===== src/rtl/ace_snoop_cd_responder.sv =====
`timescale 1ns/1ps
// ACE snoop responder: one AC snoop at a time -> dcache lookup -> CR response -> CD line beats -> state update.
// Optional perf counters (hit/miss/CD beats) are built when ACE_SNOOP_PERF_CNT_EN is defined.
module ace_snoop_cd_responder #(
  parameter int AddrWidth       = 64,
  parameter int DcacheLineWidth = 128,
  parameter int AxiDataWidth    = 64
) (
  input  logic                       clk_i,
  input  logic                       rst_i,
  input  logic                       ac_valid_i,
  output logic                       ac_ready_o,
  input  logic [AddrWidth-1:0]       ac_addr_i,
  input  logic [3:0]                 ac_snoop_i,
  output logic                       cr_valid_o,
  input  logic                       cr_ready_i,
  output logic [4:0]                 cr_resp_o,
  output logic                       cd_valid_o,
  input  logic                       cd_ready_i,
  output logic [AxiDataWidth-1:0]    cd_data_o,
  output logic                       cd_last_o,
  output logic                       lk_req_o,
  output logic [AddrWidth-1:0]       lk_addr_o,
  input  logic                       lk_gnt_i,
  input  logic                       lk_rvalid_i,
  input  logic                       lk_hit_i,
  input  logic                       lk_dirty_i,
  input  logic                       lk_shared_i,
  input  logic [DcacheLineWidth-1:0] lk_line_i,
  output logic                       upd_valid_o,
  input  logic                       upd_ready_i,
  output logic                       upd_inval_o,
  output logic                       upd_clean_o,
  output logic                       upd_share_o
`ifdef ACE_SNOOP_PERF_CNT_EN
  ,
  output logic [31:0]                perf_hit_o,
  output logic [31:0]                perf_miss_o,
  output logic [31:0]                perf_beats_o
`endif
);

  localparam int DcacheLineWords = DcacheLineWidth / AxiDataWidth;
  localparam int CntW = (DcacheLineWords > 1) ? $clog2(DcacheLineWords) : 1;
  localparam int OffW = $clog2(DcacheLineWidth / 8);

  // cr_resp bit positions: {WasUnique,IsShared,PassDirty,Error,DataTransfer}
  localparam int RbDt  = 0;
  localparam int RbErr = 1;
  localparam int RbPd  = 2;
  localparam int RbIs  = 3;
  localparam int RbWu  = 4;

  typedef enum logic [2:0] {
    S_IDLE, S_LOOKUP, S_WAIT, S_RESP, S_DATA, S_UPDATE
  } state_t;

  typedef struct packed {
    logic [4:0] resp;
    logic       upd;
    logic       inval;
    logic       clean;
    logic       share;
  } dec_t;

  function automatic dec_t snoop_decode(input logic [3:0] snoop, input logic hit,
                                        input logic dirty, input logic shared);
    dec_t d;
    d = '0;
    case (snoop)
      4'b0000: begin
        d.resp[RbDt] = hit;
        d.resp[RbIs] = hit;
      end
      4'b0001, 4'b0010, 4'b0011: begin
        d.resp[RbDt] = hit;
        d.resp[RbIs] = hit;
        d.resp[RbPd] = hit & dirty;
        d.upd        = hit;
        d.share      = 1'b1;
        d.clean      = dirty;
      end
      4'b0111: begin
        d.resp[RbDt] = hit;
        d.resp[RbPd] = hit & dirty;
        d.upd        = hit;
        d.inval      = 1'b1;
      end
      4'b1001: begin
        d.resp[RbDt] = hit & dirty;
        d.resp[RbPd] = hit & dirty;
        d.upd        = hit;
        d.inval      = 1'b1;
      end
      4'b1000: begin
        d.resp[RbDt] = hit & dirty;
        d.resp[RbPd] = hit & dirty;
        d.resp[RbIs] = hit;
        d.upd        = hit & dirty;
        d.clean      = dirty;
      end
      4'b1101: begin
        d.upd   = hit;
        d.inval = 1'b1;
      end
      default: d.resp[RbErr] = 1'b1;
    endcase
    // Unsupported types report only Error, even on a hit
    if (hit && !d.resp[RbErr]) d.resp[RbWu] = ~shared;
    return d;
  endfunction

  function automatic logic [AxiDataWidth-1:0] line_beat(input logic [DcacheLineWidth-1:0] line,
                                                        input int idx);
    return line[idx*AxiDataWidth +: AxiDataWidth];
  endfunction

  state_t                       r_state;
  logic                         r_ac_ready;
  logic                         r_lk_req;
  logic                         r_cr_valid;
  logic                         r_cd_valid;
  logic                         r_upd_valid;
  logic [4:0]                   r_cr_resp;
  logic                         r_cd_last;
  logic [AxiDataWidth-1:0]      r_cd_data;
  logic [CntW-1:0]              r_cnt;
  logic [AddrWidth-1:OffW]      r_addr;
  logic [3:0]                   r_snoop;
  logic [DcacheLineWidth-1:0]   r_line;
  logic                         r_upd_req;
  logic                         r_inval;
  logic                         r_clean;
  logic                         r_share;

  dec_t                         w_dec;
  logic [CntW-1:0]              w_cnt_nxt;
  logic                         w_unused;

  assign w_dec     = snoop_decode(r_snoop, lk_hit_i, lk_dirty_i, lk_shared_i);
  assign w_cnt_nxt = r_cnt + CntW'(1);
  assign w_unused  = ^ac_addr_i[OffW-1:0];

  always_ff @(posedge clk_i) begin
    if (rst_i) begin
      r_state     <= S_IDLE;
      r_ac_ready  <= 1'b1;
      r_lk_req    <= 1'b0;
      r_cr_valid  <= 1'b0;
      r_cd_valid  <= 1'b0;
      r_upd_valid <= 1'b0;
      r_cr_resp   <= '0;
      r_cd_last   <= 1'b0;
      r_cd_data   <= '0;
      r_cnt       <= '0;
      r_addr      <= '0;
      r_snoop     <= '0;
      r_line      <= '0;
      r_upd_req   <= 1'b0;
      r_inval     <= 1'b0;
      r_clean     <= 1'b0;
      r_share     <= 1'b0;
    end else begin
      case (r_state)
        S_IDLE: if (ac_valid_i) begin
          r_addr     <= ac_addr_i[AddrWidth-1:OffW];
          r_snoop    <= ac_snoop_i;
          r_ac_ready <= 1'b0;
          r_lk_req   <= 1'b1;
          r_state    <= S_LOOKUP;
        end
        S_LOOKUP: if (lk_gnt_i) begin
          r_lk_req <= 1'b0;
          r_state  <= S_WAIT;
        end
        S_WAIT: if (lk_rvalid_i) begin
          r_line     <= lk_line_i;
          r_cr_resp  <= w_dec.resp;
          r_upd_req  <= w_dec.upd;
          r_inval    <= w_dec.inval;
          r_clean    <= w_dec.clean;
          r_share    <= w_dec.share;
          r_cr_valid <= 1'b1;
          r_state    <= S_RESP;
        end
        S_RESP: if (cr_ready_i) begin
          r_cr_valid <= 1'b0;
          if (r_cr_resp[RbDt]) begin
            r_cd_valid <= 1'b1;
            r_cd_data  <= line_beat(r_line, 0);
            r_cd_last  <= (DcacheLineWords == 1);
            r_cnt      <= '0;
            r_state    <= S_DATA;
          end else if (r_upd_req) begin
            r_upd_valid <= 1'b1;
            r_state     <= S_UPDATE;
          end else begin
            r_ac_ready <= 1'b1;
            r_state    <= S_IDLE;
          end
        end
        // Next beat is preloaded on each handshake so cd_data_o comes straight from a flop
        S_DATA: if (cd_ready_i) begin
          if (r_cd_last) begin
            r_cd_valid <= 1'b0;
            r_cd_last  <= 1'b0;
            r_cnt      <= '0;
            if (r_upd_req) begin
              r_upd_valid <= 1'b1;
              r_state     <= S_UPDATE;
            end else begin
              r_ac_ready <= 1'b1;
              r_state    <= S_IDLE;
            end
          end else begin
            r_cnt     <= w_cnt_nxt;
            r_cd_data <= line_beat(r_line, int'(w_cnt_nxt));
            r_cd_last <= (w_cnt_nxt == CntW'(DcacheLineWords - 1));
          end
        end
        S_UPDATE: if (upd_ready_i) begin
          r_upd_valid <= 1'b0;
          r_ac_ready  <= 1'b1;
          r_state     <= S_IDLE;
        end
        default: begin
          r_ac_ready <= 1'b1;
          r_state    <= S_IDLE;
        end
      endcase
    end
  end

  assign ac_ready_o  = r_ac_ready;
  assign lk_req_o    = r_lk_req;
  assign lk_addr_o   = {r_addr, {OffW{1'b0}}};
  assign cr_valid_o  = r_cr_valid;
  assign cr_resp_o   = r_cr_resp;
  assign cd_valid_o  = r_cd_valid;
  assign cd_data_o   = r_cd_data;
  assign cd_last_o   = r_cd_last;
  assign upd_valid_o = r_upd_valid;
  assign upd_inval_o = r_inval;
  assign upd_clean_o = r_clean;
  assign upd_share_o = r_share;

`ifdef ACE_SNOOP_PERF_CNT_EN
  logic [31:0] r_perf_hit;
  logic [31:0] r_perf_miss;
  logic [31:0] r_perf_beats;

  always_ff @(posedge clk_i) begin
    if (rst_i) begin
      r_perf_hit   <= '0;
      r_perf_miss  <= '0;
      r_perf_beats <= '0;
    end else begin
      if (r_state == S_WAIT && lk_rvalid_i) begin
        if (lk_hit_i) r_perf_hit  <= r_perf_hit + 32'd1;
        else          r_perf_miss <= r_perf_miss + 32'd1;
      end
      if (r_cd_valid && cd_ready_i) r_perf_beats <= r_perf_beats + 32'd1;
    end
  end

  assign perf_hit_o   = r_perf_hit;
  assign perf_miss_o  = r_perf_miss;
  assign perf_beats_o = r_perf_beats;
`endif

endmodule


===== config.mk =====
export PLATFORM = sky130hd
export DESIGN_NAME = ace_snoop_cd_responder
export DESIGN_NICKNAME = d
export VERILOG_FILES = /design/src/rtl/ace_snoop_cd_responder.sv
export SDC_FILE = /design/constraint.sdc
export NUM_CORES = 1
export LEC_CHECK = 0
export CAP_MARGIN = 30
export CORE_ASPECT_RATIO = 1.4
export CORE_UTILIZATION = 35
export CTS_CLUSTER_DIAMETER = 40
export DETAILED_ROUTE_END_ITERATION = 10
export GPL_TIMING_DRIVEN = 0
export PLACE_DENSITY = 0.76
export SYNTH_ARGS = -nofsm -noshare
export SYNTH_HDL_FRONTEND = slang
export SYNTH_SLANG_ARGS = --single-unit
export TNS_END_PERCENT = 10

===== constraint.sdc =====
create_clock -name clk_i -period 1.75 [get_ports clk_i]
set_input_delay 0.175 -clock clk_i [delete_from_list [all_inputs] [get_ports clk_i]]
set_output_delay 0.175 -clock clk_i [all_outputs]
set_load 0.005 [all_outputs]

==> results.json <==
{
  "rrSetupSlack_ns": -0.17,
  "r2r-end": "cd_data_o[29]$_SDFFE_PP0P_",
  "leakage_nw": 6.07,
  "drive_gt1_share_pct": 13.6,
  "fin_nets": 1863,
  "syn_inst": 1261,
  "avgViaCountPerCell": 4.94,
  "synth-seq-cells": 274,
  "worstSetupStartpoint": "r_state[1]$_SDFFE_PP0P_",
  "finalHoldViolations": 0,
  "ios": 349,
  "r2r_start": "r_state[1]$_SDFFE_PP0P_",
  "tritoncts": "yes",
  "final_common_cell": "nand2_1",
  "pre_cts_ws_ns": -0.784,
  "syn2layout_area_growth_pct": 54.7,
  "finClkSkew_ns": 0.0319,
  "top_layer": "met5",
  "vias": 10200,
  "gp_congestion": 0.863,
  "dr_wl_met3_um": 2710,
  "cp-start-kind": "flip-flop",
  "io_buffer_count": 339,
  "routed_wl_um": 36600,
  "violations": "setup timing",
  "grt_pass1_wl_um": 55300,
  "grt_start_max_net_pins": 14,
  "first_iter_violations": 323,
  "max_slew_margin_pct": 40.8,
  "clockBufferDepth": 3,
  "avgSynthCellArea_um2": 8.44,
  "critPathCapture": "cd_data_o[29]$_SDFFE_PP0P_",
  "drcViolationCount": 0,
  "rsz0062_at_grt": "yes",
  "final_util_pct": 55.0,
  "reg2reg_depth": 7,
  "die_area_um2": 31100,
  "cts.reportedPaths.clkPinSlew_ns": 0.06,
  "clock_sinks": 274,
  "cts_root_buf": "clkbuf_16",
  "die_h_um": 208,
  "wl_met1_um": 13100,
  "synth_area_um2": 10600,
  "ys_warn_count": 0,
  "core_um2": 29900,
  "post-dp-hpwl_um": 26600,
  "power_density_nw_per_um2": 982,
  "maxCapViolCount": 0,
  "yosysSeqAreaShare_pct": 51.5,
  "period_needed_ns": 1.92,
  "setup_ws_ns": -0.167,
  "synth_edf_count": 0,
  "antenna_found_initial": 2,
  "crit_type": "flip-flop to flip-flop",
  "start_util_pct": 35.6,
  "crit_arrival_ns": 2.36,
  "fp-row-count": 75,
  "synth_top_flop_cell": "dfxtp_1",
  "grt-ovfl-total": 0,
  "cts_hold_buffers": 0,
  "status": "finished, violations left",
  "cp.required_ns": 2.20,
  "cts_buffers": 38,
  "grt_pass1_vias": 10600,
  "worstPathMaxFanout": 8,
  "clk_latency_ns": 0.53,
  "min_path_type": "primary input to flip-flop",
  "ant_nets": 0,
  "maxSlewViolCount": 0,
  "synth.distinct_cells": 39,
  "ir_worst_vdd_mv": 0.796,
  "fin_total_pwr_w": 0.0162,
  "synthArstFlopShare_pct": 0,
  "firstDrtPassIters": 6,
  "htree_levels": 2,
  "min_period_over_period_pct": 110,
  "grt_usage_pct": 23.0,
  "wire_per_inst_um": 17.7,
  "endpoint_kind": "flip-flop",
  "dr_wl_met2_um": 18800,
  "die_w_um": 149,
  "final_cell_mix": "nand2_1 (399), clkdlybuf4s50_1 (338), dfxtp_1 (271)",
  "fmax_ghz": 0.522,
  "setup_viol": 78,
  "worst_pin_slew_ns": 0.888
}
[synth_stat cells, types with 10 or more instances]
cell | number | area (um2)
o21ai_0 | 10 | 50.1
a211oi_2 | 57 | 713
nor2_1 | 74 | 278
buf_2 | 17 | 85.1
a21oi_1 | 212 | 1060
mux2i_1 | 68 | 681
buf_4 | 10 | 75.1
clkbuf_1 | 79 | 297
nand2_1 | 399 | 1500
dfxtp_1 | 274 | 5490
a211oi_1 | 10 | 75.1
[worst min path at each step]
stage / start / end / depth (start not counted)
after detailed placement: r_line[84]$_SDFFE_PP0P_ / r_line[84]$_SDFFE_PP0P_ / 2
final: ac_addr_i[29] / r_addr[29]$_SDFFE_PP0P_ / 3
after CTS: ac_addr_i[60] / r_addr[60]$_SDFFE_PP0P_ / 3
after floorplan: lk_line_i[0] / r_line[0]$_SDFFE_PP0P_ / 2
after global placement: r_addr[4]$_SDFFE_PP0P_ / r_addr[4]$_SDFFE_PP0P_ / 2
after global routing: ac_snoop_i[0] / r_snoop[0]$_SDFFE_PP0P_ / 3
[worst max-delay path, stage by stage, from the launching register on]
cell       delay [ns]
dfxtp_2          0.33
or4b_4           0.56
a211oi_4         0.29
buf_6            0.15
buf_12           0.16
clkbuf_16        0.16
nor2_1           0.05
a211oi_2         0.16
[power breakdown]
| group | switching [W] | leakage, nW | internal (W) |
|---|---|---|---|
| Clock | 0.00300 | 0.647 | 0.00496 |
| Combinational | 0.000774 | 3.20 | 0.000881 |
| Sequential | 0.000119 | 2.22 | 0.00645 |
[timing repair]
item | 4_1_cts | 5_1_grt
buffers inserted | 6 | 2
gates cloned | 4 | 3
resized for setup | 118 | 67
setup endpoints to repair | 271 | 252
pin swaps | 36 | 18
[through the flow]
step	hold slack (ns)	setup TNS, ns	cells	area (um2)
after detailed placement	0.446	-144.67	1988	14500
after CTS	0.171	-13.66	2065	16300
after floorplan	0.311	-1.10	1264	10700
after global placement	0.440	-135.93	1988	14500
after global routing	0.190	-19.16	2069	16500
final	0.192	-7.37	2069	16500
[metal layers]
layer / vias to the layer above / GRT usage, %
li1: 5018 / -
met1: 4697 / 23.0
met2: 393 / 41.7
met3: 110 / 6.51
met4: 2 / 13.3
met5: - / 0
[logic make-up after synthesis]
group	synth area share [%]
mux	6.39
compound gates	18.7
other cells	0.0352
buf+inv	4.54
flops	51.5
simple gates	18.8
[state kept, by name (all words and copies together), names as in the netlist, 3 cells and up]
register	count
r_line	128
r_state	3
r_addr	60
r_snoop	4
cr_resp_o	5
cd_data_o	64
[layout make-up]
| type | instances | area (um2) |
|---|---|---|
| fillers | 2582 | 13500 |
| flip-flops and latches | 274 | 5490 |
| multi-input cells | 877 | 4790 |
| repair buffers | 352 | 3630 |
| clock buffers | 43 | 1010 |
| plain buffers | 110 | 749 |
| well taps | 385 | 482 |
| clock inverters | 24 | 304 |
| inverters | 3 | 11.3 |
| diodes | 1 | 2.50 |
(Power assumes the default switching activity.)
